===== src/rtl/xif_result_queue.sv =====
// ----------------------------------------------------------------------------
// xif_result_queue
//
// Coprocessor-side result queue. It sits between the FPU writeback stage and
// the CORE-V-XIF result interface. Completed integer-destination results
// {id, data, rd} enter a DEPTH-entry FIFO. They leave in completion order
// through the result_valid/result_ready handshake, so the FPU only stalls
// when the queue is full.
//
// Handshake semantics (both sides): a transfer happens on a rising clk edge
// where valid && ready. The producer holds its payload stable while valid is
// high and ready is low. ready never depends on the same side's valid. Here
// wb_ready depends only on registered occupancy. result_* come straight from
// the head register, so there is no wb_* -> result_* combinational path.
//
// Ports:
//   clk           clock; all state updates on the rising edge
//   reset_n       asynchronous active-low reset (clears pointers, count,
//                 overflow and the storage array)
//   flush         synchronous clear of all entries; wins over push/pop
//   wb_valid      FPU presents a result this cycle
//   wb_ready      queue can accept (not full; ignores same-cycle pop)
//   wb_id         id of the completing instruction
//   wb_data       result value
//   wb_rd         destination register
//   result_valid  head entry valid toward the CPU
//   result_ready  CPU accepts the head entry
//   result_id     head id
//   result_data   head data
//   result_rd     head rd
//   count         current occupancy, 0..DEPTH
//   overflow      sticky: a push was attempted while full
// ----------------------------------------------------------------------------
module xif_result_queue #(
  parameter  int DEPTH       = 4,
  parameter  int X_ID_WIDTH  = 4,
  parameter  int X_RFW_WIDTH = 32,
  localparam int CNT_W       = $clog2(DEPTH) + 1
) (
  input  logic                   clk,
  input  logic                   reset_n,
  input  logic                   flush,
  input  logic                   wb_valid,
  output logic                   wb_ready,
  input  logic [X_ID_WIDTH-1:0]  wb_id,
  input  logic [X_RFW_WIDTH-1:0] wb_data,
  input  logic [4:0]             wb_rd,
  output logic                   result_valid,
  input  logic                   result_ready,
  output logic [X_ID_WIDTH-1:0]  result_id,
  output logic [X_RFW_WIDTH-1:0] result_data,
  output logic [4:0]             result_rd,
  output logic [CNT_W-1:0]       count,
  output logic                   overflow
);

  localparam int AW = $clog2(DEPTH);

  logic [X_ID_WIDTH-1:0]  id_q   [DEPTH];
  logic [X_RFW_WIDTH-1:0] data_q [DEPTH];
  logic [4:0]             rd_q   [DEPTH];

  logic [AW-1:0]    wp_q, wp_d;
  logic [AW-1:0]    rp_q, rp_d;
  logic [CNT_W-1:0] count_q, count_d;
  logic             overflow_q, overflow_d;

  logic full;
  logic empty;
  logic push;
  logic pop;

  assign full  = (count_q == CNT_W'(DEPTH));
  assign empty = (count_q == '0);
  assign push  = wb_valid && !full;
  assign pop   = !empty && result_ready;

  always_comb begin
    wp_d       = wp_q;
    rp_d       = rp_q;
    count_d    = count_q;
    overflow_d = overflow_q;
    if (flush) begin
      // Any push or pop in the flush cycle is discarded.
      wp_d       = '0;
      rp_d       = '0;
      count_d    = '0;
      overflow_d = 1'b0;
    end else begin
      if (push) wp_d = wp_q + AW'(1);
      if (pop)  rp_d = rp_q + AW'(1);
      case ({push, pop})
        2'b10:   count_d = count_q + CNT_W'(1);
        2'b01:   count_d = count_q - CNT_W'(1);
        default: count_d = count_q;
      endcase
      if (wb_valid && full) overflow_d = 1'b1;
    end
  end

  always_ff @(posedge clk or negedge reset_n) begin
    if (!reset_n) begin
      wp_q       <= '0;
      rp_q       <= '0;
      count_q    <= '0;
      overflow_q <= 1'b0;
      // The array is cleared so the head outputs are defined (zero) after reset.
      for (int i = 0; i < DEPTH; i++) begin
        id_q[i]   <= '0;
        data_q[i] <= '0;
        rd_q[i]   <= '0;
      end
    end else begin
      wp_q       <= wp_d;
      rp_q       <= rp_d;
      count_q    <= count_d;
      overflow_q <= overflow_d;
      // The write slot is never the live head while push is allowed, except
      // when the queue is empty, so a valid head is never overwritten.
      if (push && !flush) begin
        id_q[wp_q]   <= wb_id;
        data_q[wp_q] <= wb_data;
        rd_q[wp_q]   <= wb_rd;
      end
    end
  end

  assign wb_ready     = !full;
  assign result_valid = !empty;
  assign result_id    = id_q[rp_q];
  assign result_data  = data_q[rp_q];
  assign result_rd    = rd_q[rp_q];
  assign count        = count_q;
  assign overflow     = overflow_q;

endmodule


===== config.mk =====
export PLATFORM = sky130hd
export DESIGN_NAME = xif_result_queue
export DESIGN_NICKNAME = d
export VERILOG_FILES = /design/src/rtl/xif_result_queue.sv
export SDC_FILE = /design/constraint.sdc
export NUM_CORES = 1
export LEC_CHECK = 0
export ABC_CLOCK_PERIOD_IN_PS = 2600
export BUFFER_PORTS_ARGS = -buffer_cell sky130_fd_sc_hd__buf_2
export CORE_AREA = 8 8 137 164
export CTS_CLUSTER_DIAMETER = 60
export DETAILED_ROUTE_END_ITERATION = 7
export DIE_AREA = 0 0 145 172
export GPL_TIMING_DRIVEN = 0
export SETUP_SLACK_MARGIN = 0.4
export SLEW_MARGIN = 20
export SYNTH_ARGS = -nofsm -noshare
export SYNTH_HDL_FRONTEND = slang
export SYNTH_SLANG_ARGS = --single-unit

===== constraint.sdc =====
create_clock -name clk -period 2.6 [get_ports clk]
set_input_delay 0.26 -clock clk [delete_from_list [all_inputs] [get_ports clk]]
set_output_delay 0.26 -clock clk [all_outputs]
set_load 0.005 [all_outputs]

==> results of run 1 <==
==> layout make-up <==
| cell class | instances | area, um^2 |
|---|---|---|
| multi-input combinational | 256 | 3300 |
| timing repair buffer | 95 | 518 |
| fill | 1732 | 10600 |
| clock inverter | 13 | 164 |
| tap | 265 | 332 |
| inverter | 4 | 15.0 |
| buffer | 33 | 254 |
| sequential | 172 | 4310 |
| clock buffer | 19 | 443 |
==> where the power goes <==
group / leakage (nW) / internal [mW] / total (mW) / switching, mW
Combinational: 1.75 / 1.54 / 2.39 / 0.845
Clock: 0.300 / 1.55 / 2.63 / 1.08
Sequential: 2.17 / 3.52 / 3.94 / 0.421
Total: 4.21 / 6.61 / 8.96 / 2.35
==> flip-flops by register name, summed over array words and instances, names as in the netlist <==
name / cells
data_q: 128
rd_q: 20
id_q: 16
count: 3
rp_q: 2
wp_q: 2
overflow: 1
==> cell families after synthesis <==
logic type | count (synthesis) | share of synthesized area [%]
xor gates and xnor gates | 4 | 0.449
adders and majority gates | 5 | 0.898
muxes | 205 | 37.4
DFF | 172 | 55.2
buffers and inverters | 37 | 2.69
AOI/OAI and AO/OA | 16 | 1.30
and+or+nand+nor | 26 | 2.07
==> layout by cell type, fill, tap and decap left out, types with 2 or more instances in the layout <==
| cell | instances |
|---|---|
| inv_1 | 3 |
| clkbuf_1 | 3 |
| clkbuf_16 | 17 |
| o21ai_0 | 2 |
| nand3_1 | 6 |
| buf_8 | 3 |
| inv_6 | 3 |
| dfrtp_1 | 171 |
| a21oi_1 | 5 |
| buf_2 | 100 |
| or3_1 | 2 |
| clkinv_2 | 4 |
| bufinv_16 | 3 |
| buf_4 | 6 |
| nand2b_1 | 3 |
| xor2_1 | 2 |
| nor2_1 | 6 |
| ha_1 | 4 |
| nand3b_1 | 3 |
| mux2_2 | 124 |
| mux4_2 | 41 |
| mux2_4 | 40 |
| clkbuf_4 | 5 |
| buf_6 | 8 |
| a31oi_1 | 3 |
| xnor2_1 | 2 |
==> path summary, 6_finish.rpt <==
check	start	to	slack, ns	cells after the start
max	rp_q[0]	result_data[0]	0.45	4
min	wb_rd[2]	rd_q[7]	0.11	2
max reg2reg	count[2]	count[2]	0.49	7
min reg2reg	data_q[7]	data_q[7]	0.50	1
max in group asynchronous	reset_n	count[0]	1.32	3
min in group asynchronous	reset_n	id_q[13]	0.38	2
==> what timing repair did <==
item                       4_1_cts  5_1_grt
setup endpoints to repair       40       73
hold buffers                     1        0
resized for setup               22        7
gates cloned                     0        0
setup buffers                    1        1
pin swaps                        0        1
hold endpoints to repair        68        0
==> per-stage QoR <==
| step | setup WS, ns | setup TNS [ns] |
|---|---|---|
| after detailed placement | 0.157 | 0 |
| after CTS | 0.405 | 0 |
| final | 0.449 | 0 |
| after floorplan | 0.425 | 0 |
| after global placement | -1.18 | -199.49 |
| after global routing | 0.374 | 0 |
==> per-layer routing <==
layer	wire [um]	track usage (%)
met1	7660	17.8
met5	12	0
met3	561	3.38
met2	9010	25.1
met4	194	4.40
==> metrics.txt, run 1 <==
# TYPE chip_impl_metric gauge
chip_impl_metric{name="post-place-cells",unit=""} 822
chip_impl_info{name="synth_area_leaders",value="dfrtp_1 55%, mux2_2 18%, mux4_2 12%"} 1
chip_impl_metric{name="post_route_cell_area",unit="um^2"} 9340
chip_impl_metric{name="syn_to_final_growth",unit="%"} 19.6
chip_impl_metric{name="synth_cell_types",unit=""} 35
chip_impl_metric{name="routabilityCongestion",unit=""} 0.735
chip_impl_info{name="timing.critical_path.max_delay_family",value="buffers and inverters"} 1
chip_impl_metric{name="grt_usage",unit="%"} 14.5
chip_impl_metric{name="setup_violations",unit=""} 0
chip_impl_metric{name="floorplan.io_pins",unit=""} 93
chip_impl_metric{name="drt-vias-per-instance",unit=""} 5.15
chip_impl_metric{name="rows",unit=""} 57
chip_impl_metric{name="average_wire_per_standard_cell",unit="um"} 20.3
chip_impl_info{name="worstPathCellList",value="buf_4 -> buf_6 -> mux4_2 -> buf_2"} 1
chip_impl_metric{name="leakage",unit="nW"} 4.21
chip_impl_metric{name="ys_seq_elements",unit=""} 172
chip_impl_metric{name="via_count",unit=""} 4412
chip_impl_metric{name="dp_hpwl",unit="mm"} 12.0
chip_impl_metric{name="hold-worst-slack",unit="ns"} 0.108
chip_impl_metric{name="fraction_of_layout_cells_with_a_size_suffix_above_1",unit="%"} 61.7
chip_impl_metric{name="cts_sinks",unit=""} 172
chip_impl_metric{name="max_stage_delay",unit="ns"} 0.57
chip_impl_metric{name="syn_area_per_cell",unit="um^2"} 16.8
chip_impl_info{name="cp_slowest_cell",value="mux4_2"} 1
chip_impl_info{name="synth.cells.most_frequent",value="172 x dfrtp_1, 124 x mux2_2, 41 x mux4_2"} 1
chip_impl_metric{name="power.density",unit="nW/um^2"} 960
chip_impl_info{name="clock_tree_from_tritoncts",value="done"} 1
chip_impl_metric{name="achievable-frequency",unit="MHz"} 465
chip_impl_metric{name="timing.final.max_slew_violations",unit=""} 0
chip_impl_metric{name="worst_ep_required_time",unit="ns"} 2.34
chip_impl_info{name="post-synth-top-count-cell",value="dfrtp_1"} 1
chip_impl_metric{name="worst_case_clock_skew",unit="ns"} 0.0126
chip_impl_metric{name="grt_start_max_net_pins",unit=""} 105
chip_impl_metric{name="io_buffers",unit=""} 91
chip_impl_metric{name="floorplan.initialDensity",unit="%"} 39.2
chip_impl_metric{name="synth_edf_count",unit=""} 0
chip_impl_metric{name="grt_overflow_total",unit=""} 0
chip_impl_metric{name="core-area",unit="um^2"} 19900
chip_impl_metric{name="vdd_ir_drop_max",unit="V"} 0.000463
chip_impl_metric{name="timing.critical_path.fanout_max",unit=""} 10
chip_impl_metric{name="synth_top_area_share",unit="%"} 55.2
chip_impl_metric{name="drt_iter0_markers",unit=""} 208
chip_impl_metric{name="crit_buf_inv",unit=""} 3
chip_impl_metric{name="insertion_delay",unit="ns"} 0.42
chip_impl_metric{name="synth_seq_area_share",unit="%"} 55.2
chip_impl_metric{name="worst_setup_hold_path_clk_slew",unit="ns"} 0.07
chip_impl_info{name="clock_tree.root_cell",value="clkbuf_16"} 1
chip_impl_metric{name="dieArea",unit="um^2"} 24900
chip_impl_info{name="min-delay-path-class",value="in -> reg"} 1
chip_impl_info{name="worst_setup_path_end_kind",value="output port"} 1
chip_impl_metric{name="drc",unit=""} 0
chip_impl_metric{name="ys.warnings.count",unit=""} 0
chip_impl_metric{name="die_h",unit="um"} 172
chip_impl_info{name="critical_path.startpoint_type",value="register"} 1
chip_impl_info{name="ys_dominant_reg_cell",value="dfrtp_1"} 1
chip_impl_metric{name="nets",unit=""} 630
chip_impl_metric{name="fp.dieW",unit="um"} 145
chip_impl_metric{name="timing_hold_violations_final",unit=""} 0
chip_impl_metric{name="synth.cell_area",unit="um^2"} 7800
chip_impl_info{name="crit_type",value="reg -> out"} 1
chip_impl_metric{name="period_needed",unit="ns"} 2.15
chip_impl_metric{name="asyncSetResetFlopFracSynth",unit="%"} 100
chip_impl_metric{name="placement.cell_area",unit="um^2"} 8630
chip_impl_metric{name="finish.cell_count_without_fillers",unit=""} 857
chip_impl_metric{name="worst_slew_margin_rel",unit="%"} 64.9
chip_impl_metric{name="antenna_found_initial",unit=""} 1
chip_impl_info{name="rsz0062_at_grt",value="true"} 1
chip_impl_metric{name="p_total",unit="mW"} 8.96
chip_impl_metric{name="h-tree-depth",unit=""} 4
chip_impl_metric{name="route.final.wire_length",unit="mm"} 17.4
chip_impl_metric{name="timing.final.crit_share",unit="%"} 82.7
chip_impl_metric{name="clock_path_buffers",unit=""} 2
chip_impl_info{name="outcome",value="completed"} 1
chip_impl_metric{name="postSynthCellCount",unit=""} 465
chip_impl_metric{name="grt_first_pass_wirelength",unit="mm"} 28.1
chip_impl_metric{name="postRouteAntennaNets",unit=""} 0
chip_impl_metric{name="first_pass_iters",unit=""} 4
chip_impl_metric{name="grt_pass1_vias",unit=""} 4967
chip_impl_metric{name="cts_inserted_buffers",unit=""} 17
chip_impl_metric{name="worst_ep_arrival_time",unit="ns"} 1.89
chip_impl_metric{name="cap_violations",unit=""} 0
chip_impl_metric{name="syn_nets",unit=""} 516
chip_impl_metric{name="diodes",unit=""} 0
chip_impl_metric{name="worst_slew_pin_slew",unit="ns"} 0.527
chip_impl_metric{name="final_util",unit="%"} 46.9
chip_impl_info{name="synthDominantAreaCellType",value="dfrtp_1"} 1
Power figures use the tool's default switching activity.
==> inputs of run 2 (changes only) <==
Settings changed: ABC_CLOCK_PERIOD_IN_PS 2600 to 1900.
Clock period 2.6 ns to 1.9 ns, I/O delays scaled along.
==> metrics.txt, run 2 (same netlist as run 1, synthesis figures left out) <==
# TYPE chip_impl_metric gauge
chip_impl_metric{name="fraction_of_layout_cells_with_a_size_suffix_above_1",unit="%"} 67.1
chip_impl_info{name="crit_type",value="reg -> out"} 1
chip_impl_metric{name="worst_ep_required_time",unit="ns"} 1.71
chip_impl_metric{name="hold-worst-slack",unit="ns"} 0.0394
chip_impl_metric{name="io_buffers",unit=""} 91
chip_impl_metric{name="timing.final.crit_share",unit="%"} 106
chip_impl_info{name="critical_path.startpoint_type",value="register"} 1
chip_impl_info{name="clock_tree_from_tritoncts",value="done"} 1
chip_impl_metric{name="routabilityCongestion",unit=""} 0.707
chip_impl_metric{name="drt-vias-per-instance",unit=""} 5.17
chip_impl_metric{name="r2r_setup_slack",unit="ns"} -0.10
chip_impl_metric{name="timing.critical_path.fanout_max",unit=""} 10
chip_impl_info{name="outcome",value="finished, violations left"} 1
chip_impl_metric{name="nets",unit=""} 701
chip_impl_metric{name="period_needed",unit="ns"} 2.02
chip_impl_metric{name="power.density",unit="nW/um^2"} 1200
chip_impl_metric{name="via_count",unit=""} 4796
chip_impl_metric{name="dieArea",unit="um^2"} 24900
chip_impl_info{name="worst_setup_path_end_kind",value="output port"} 1
chip_impl_metric{name="route.final.wire_length",unit="mm"} 21.2
chip_impl_metric{name="antenna_found_initial",unit=""} 0
chip_impl_metric{name="worst_ep_arrival_time",unit="ns"} 1.83
chip_impl_metric{name="floorplan.initialDensity",unit="%"} 39.2
chip_impl_metric{name="postRouteAntennaNets",unit=""} 0
chip_impl_metric{name="cap_violations",unit=""} 0
chip_impl_info{name="regToRegEndpoint",value="count[2]"} 1
chip_impl_info{name="whs_endpoint",value="data_q[59]"} 1
chip_impl_metric{name="totalNegativeSetupSlack",unit="ns"} -5.50
chip_impl_metric{name="average_wire_per_standard_cell",unit="um"} 22.8
chip_impl_metric{name="grt_usage",unit="%"} 17.3
chip_impl_metric{name="grt_pass1_vias",unit=""} 5494
chip_impl_metric{name="grt_start_max_net_pins",unit=""} 106
chip_impl_metric{name="timing.final.max_slew_violations",unit=""} 0
chip_impl_metric{name="timing_hold_violations_final",unit=""} 0
chip_impl_metric{name="cts_sinks",unit=""} 172
chip_impl_metric{name="drc",unit=""} 0
chip_impl_metric{name="worst_case_clock_skew",unit="ns"} 0.0132
chip_impl_metric{name="first_pass_iters",unit=""} 4
chip_impl_metric{name="clock_path_buffers",unit=""} 2
chip_impl_metric{name="dp_hpwl",unit="mm"} 12.3
chip_impl_metric{name="drt_iter0_markers",unit=""} 206
chip_impl_metric{name="worst_setup_hold_path_clk_slew",unit="ns"} 0.07
chip_impl_metric{name="hold_path_depth",unit=""} 2
chip_impl_metric{name="leakage",unit="nW"} 5.49
chip_impl_metric{name="fp.dieW",unit="um"} 145
chip_impl_metric{name="grt_first_pass_wirelength",unit="mm"} 32.9
chip_impl_info{name="violations",value="negative setup slack"} 1
chip_impl_metric{name="rows",unit=""} 57
chip_impl_metric{name="core-area",unit="um^2"} 19900
chip_impl_metric{name="diodes",unit=""} 0
chip_impl_metric{name="setup_violations",unit=""} 108
chip_impl_metric{name="worst_slew_pin_slew",unit="ns"} 0.624
chip_impl_info{name="clock_tree.root_cell",value="clkbuf_16"} 1
chip_impl_metric{name="cts_inserted_buffers",unit=""} 17
chip_impl_metric{name="h-tree-depth",unit=""} 4
chip_impl_metric{name="floorplan.io_pins",unit=""} 93
chip_impl_metric{name="vdd_ir_drop_max",unit="V"} 0.000545
chip_impl_info{name="final_cell_mix",value="171 x dfrtp_1, 164 x mux2_4, 84 x buf_2, 41 x mux4_2, 34 x buf_6"} 1
chip_impl_info{name="registers.top_by_ff_count",value="data_q"} 1
chip_impl_info{name="crit_top_cell",value="buf_12"} 1
chip_impl_metric{name="worst_slew_margin_rel",unit="%"} 58.2
chip_impl_metric{name="r2r_cells",unit=""} 7
chip_impl_info{name="most_common_cell_after_layout_fill_and_taps_aside",value="dfrtp_1"} 1
chip_impl_metric{name="max_stage_delay",unit="ns"} 0.55
chip_impl_metric{name="die_h",unit="um"} 172
chip_impl_info{name="worstPathCellList",value="buf_12 -> buf_12 -> mux4_2 -> buf_6"} 1
chip_impl_info{name="hold_path.startpoint",value="wb_data[27]"} 1
chip_impl_info{name="cp_slowest_cell",value="mux4_2"} 1
chip_impl_info{name="crit-reg2reg-launch",value="count[2]"} 1
chip_impl_info{name="min-delay-path-class",value="in -> reg"} 1
chip_impl_metric{name="final_setup_margin",unit="ns"} -0.122
chip_impl_metric{name="insertion_delay",unit="ns"} 0.43
chip_impl_metric{name="fillCellCount",unit=""} 1487
chip_impl_metric{name="number_of_flip_flops_in_the_largest_register",unit=""} 128
chip_impl_info{name="rsz0062_at_grt",value="true"} 1
chip_impl_metric{name="achievable-frequency",unit="MHz"} 495
chip_impl_info{name="largest_registers_in_the_final_layout",value="data_q (128), rd_q (20), id_q (16)"} 1
chip_impl_metric{name="grt_overflow_total",unit=""} 0
chip_impl_metric{name="syn_to_final_growth",unit="%"} 45.4
run 2: repair_timing:
action | CTS | global route
setup buffers | 37 | 15
endpoints found under the setup margin | 210 | 214
hold buffers | 1 | 0
resized for setup | 107 | 8
cloned | 15 | 6
hold endpoints to repair | 67 | 0
pin swaps | 10 | 6
run 2: worst max path at each step:
stage,from,endpoint
after floorplan,count[1],count[2]
final,rp_q[0],result_data[0]
after CTS,rp_q[0],result_data[14]
after global placement,reset_n,count[0]
after global routing,count[1],count[2]
after detailed placement,wb_valid,count[2]
run 2: cell type report:
class | instances | area (um^2) | share of cell area, %
clock inverters | 9 | 161 | 1.42
repair buffers | 164 | 1630 | 14.3
inverters | 4 | 17.5 | 0.154
multi-input cells | 258 | 3900 | 34.3
clock buffers | 23 | 468 | 4.12
well taps | 265 | 332 | 2.92
plain buffers | 33 | 539 | 4.75
flip-flops and latches | 172 | 4310 | 37.9
run 2: power breakdown:
group	total [mW]	internal [mW]	switching, mW
logic	4.42	3.03	1.39
clock network	3.74	2.28	1.46
registers	5.49	4.82	0.667
run 2: routing by layer:
metal / track usage (%) / share of wire [%]
met1: 20.8 / 42
met2: 30.4 / 54
met3: 4.03 / 3.4
met4: 5.27 / 1.2
met5: 0 / 0
run 2: critical path: cells and delay by family, from the launching register on:
family   cells  cell delay (ns)
buf+inv      3             0.46
flops        1             0.38
mux          1             0.55
run 2: through the flow:
step	power [mW]	cell area, um^2	util (%)	setup slack, ns	std cells
finish	13.7	11300	57.0	-0.122	928
global route	14.3	11300	57.0	-0.224	928
CTS	13.6	11000	55.4	-0.158	907
detailed placement	9.29	9280	46.6	-0.246	822
global placement	9.06	9240	46.4	-2.06	821
floorplan	8.10	8450	-	-0.0853	465
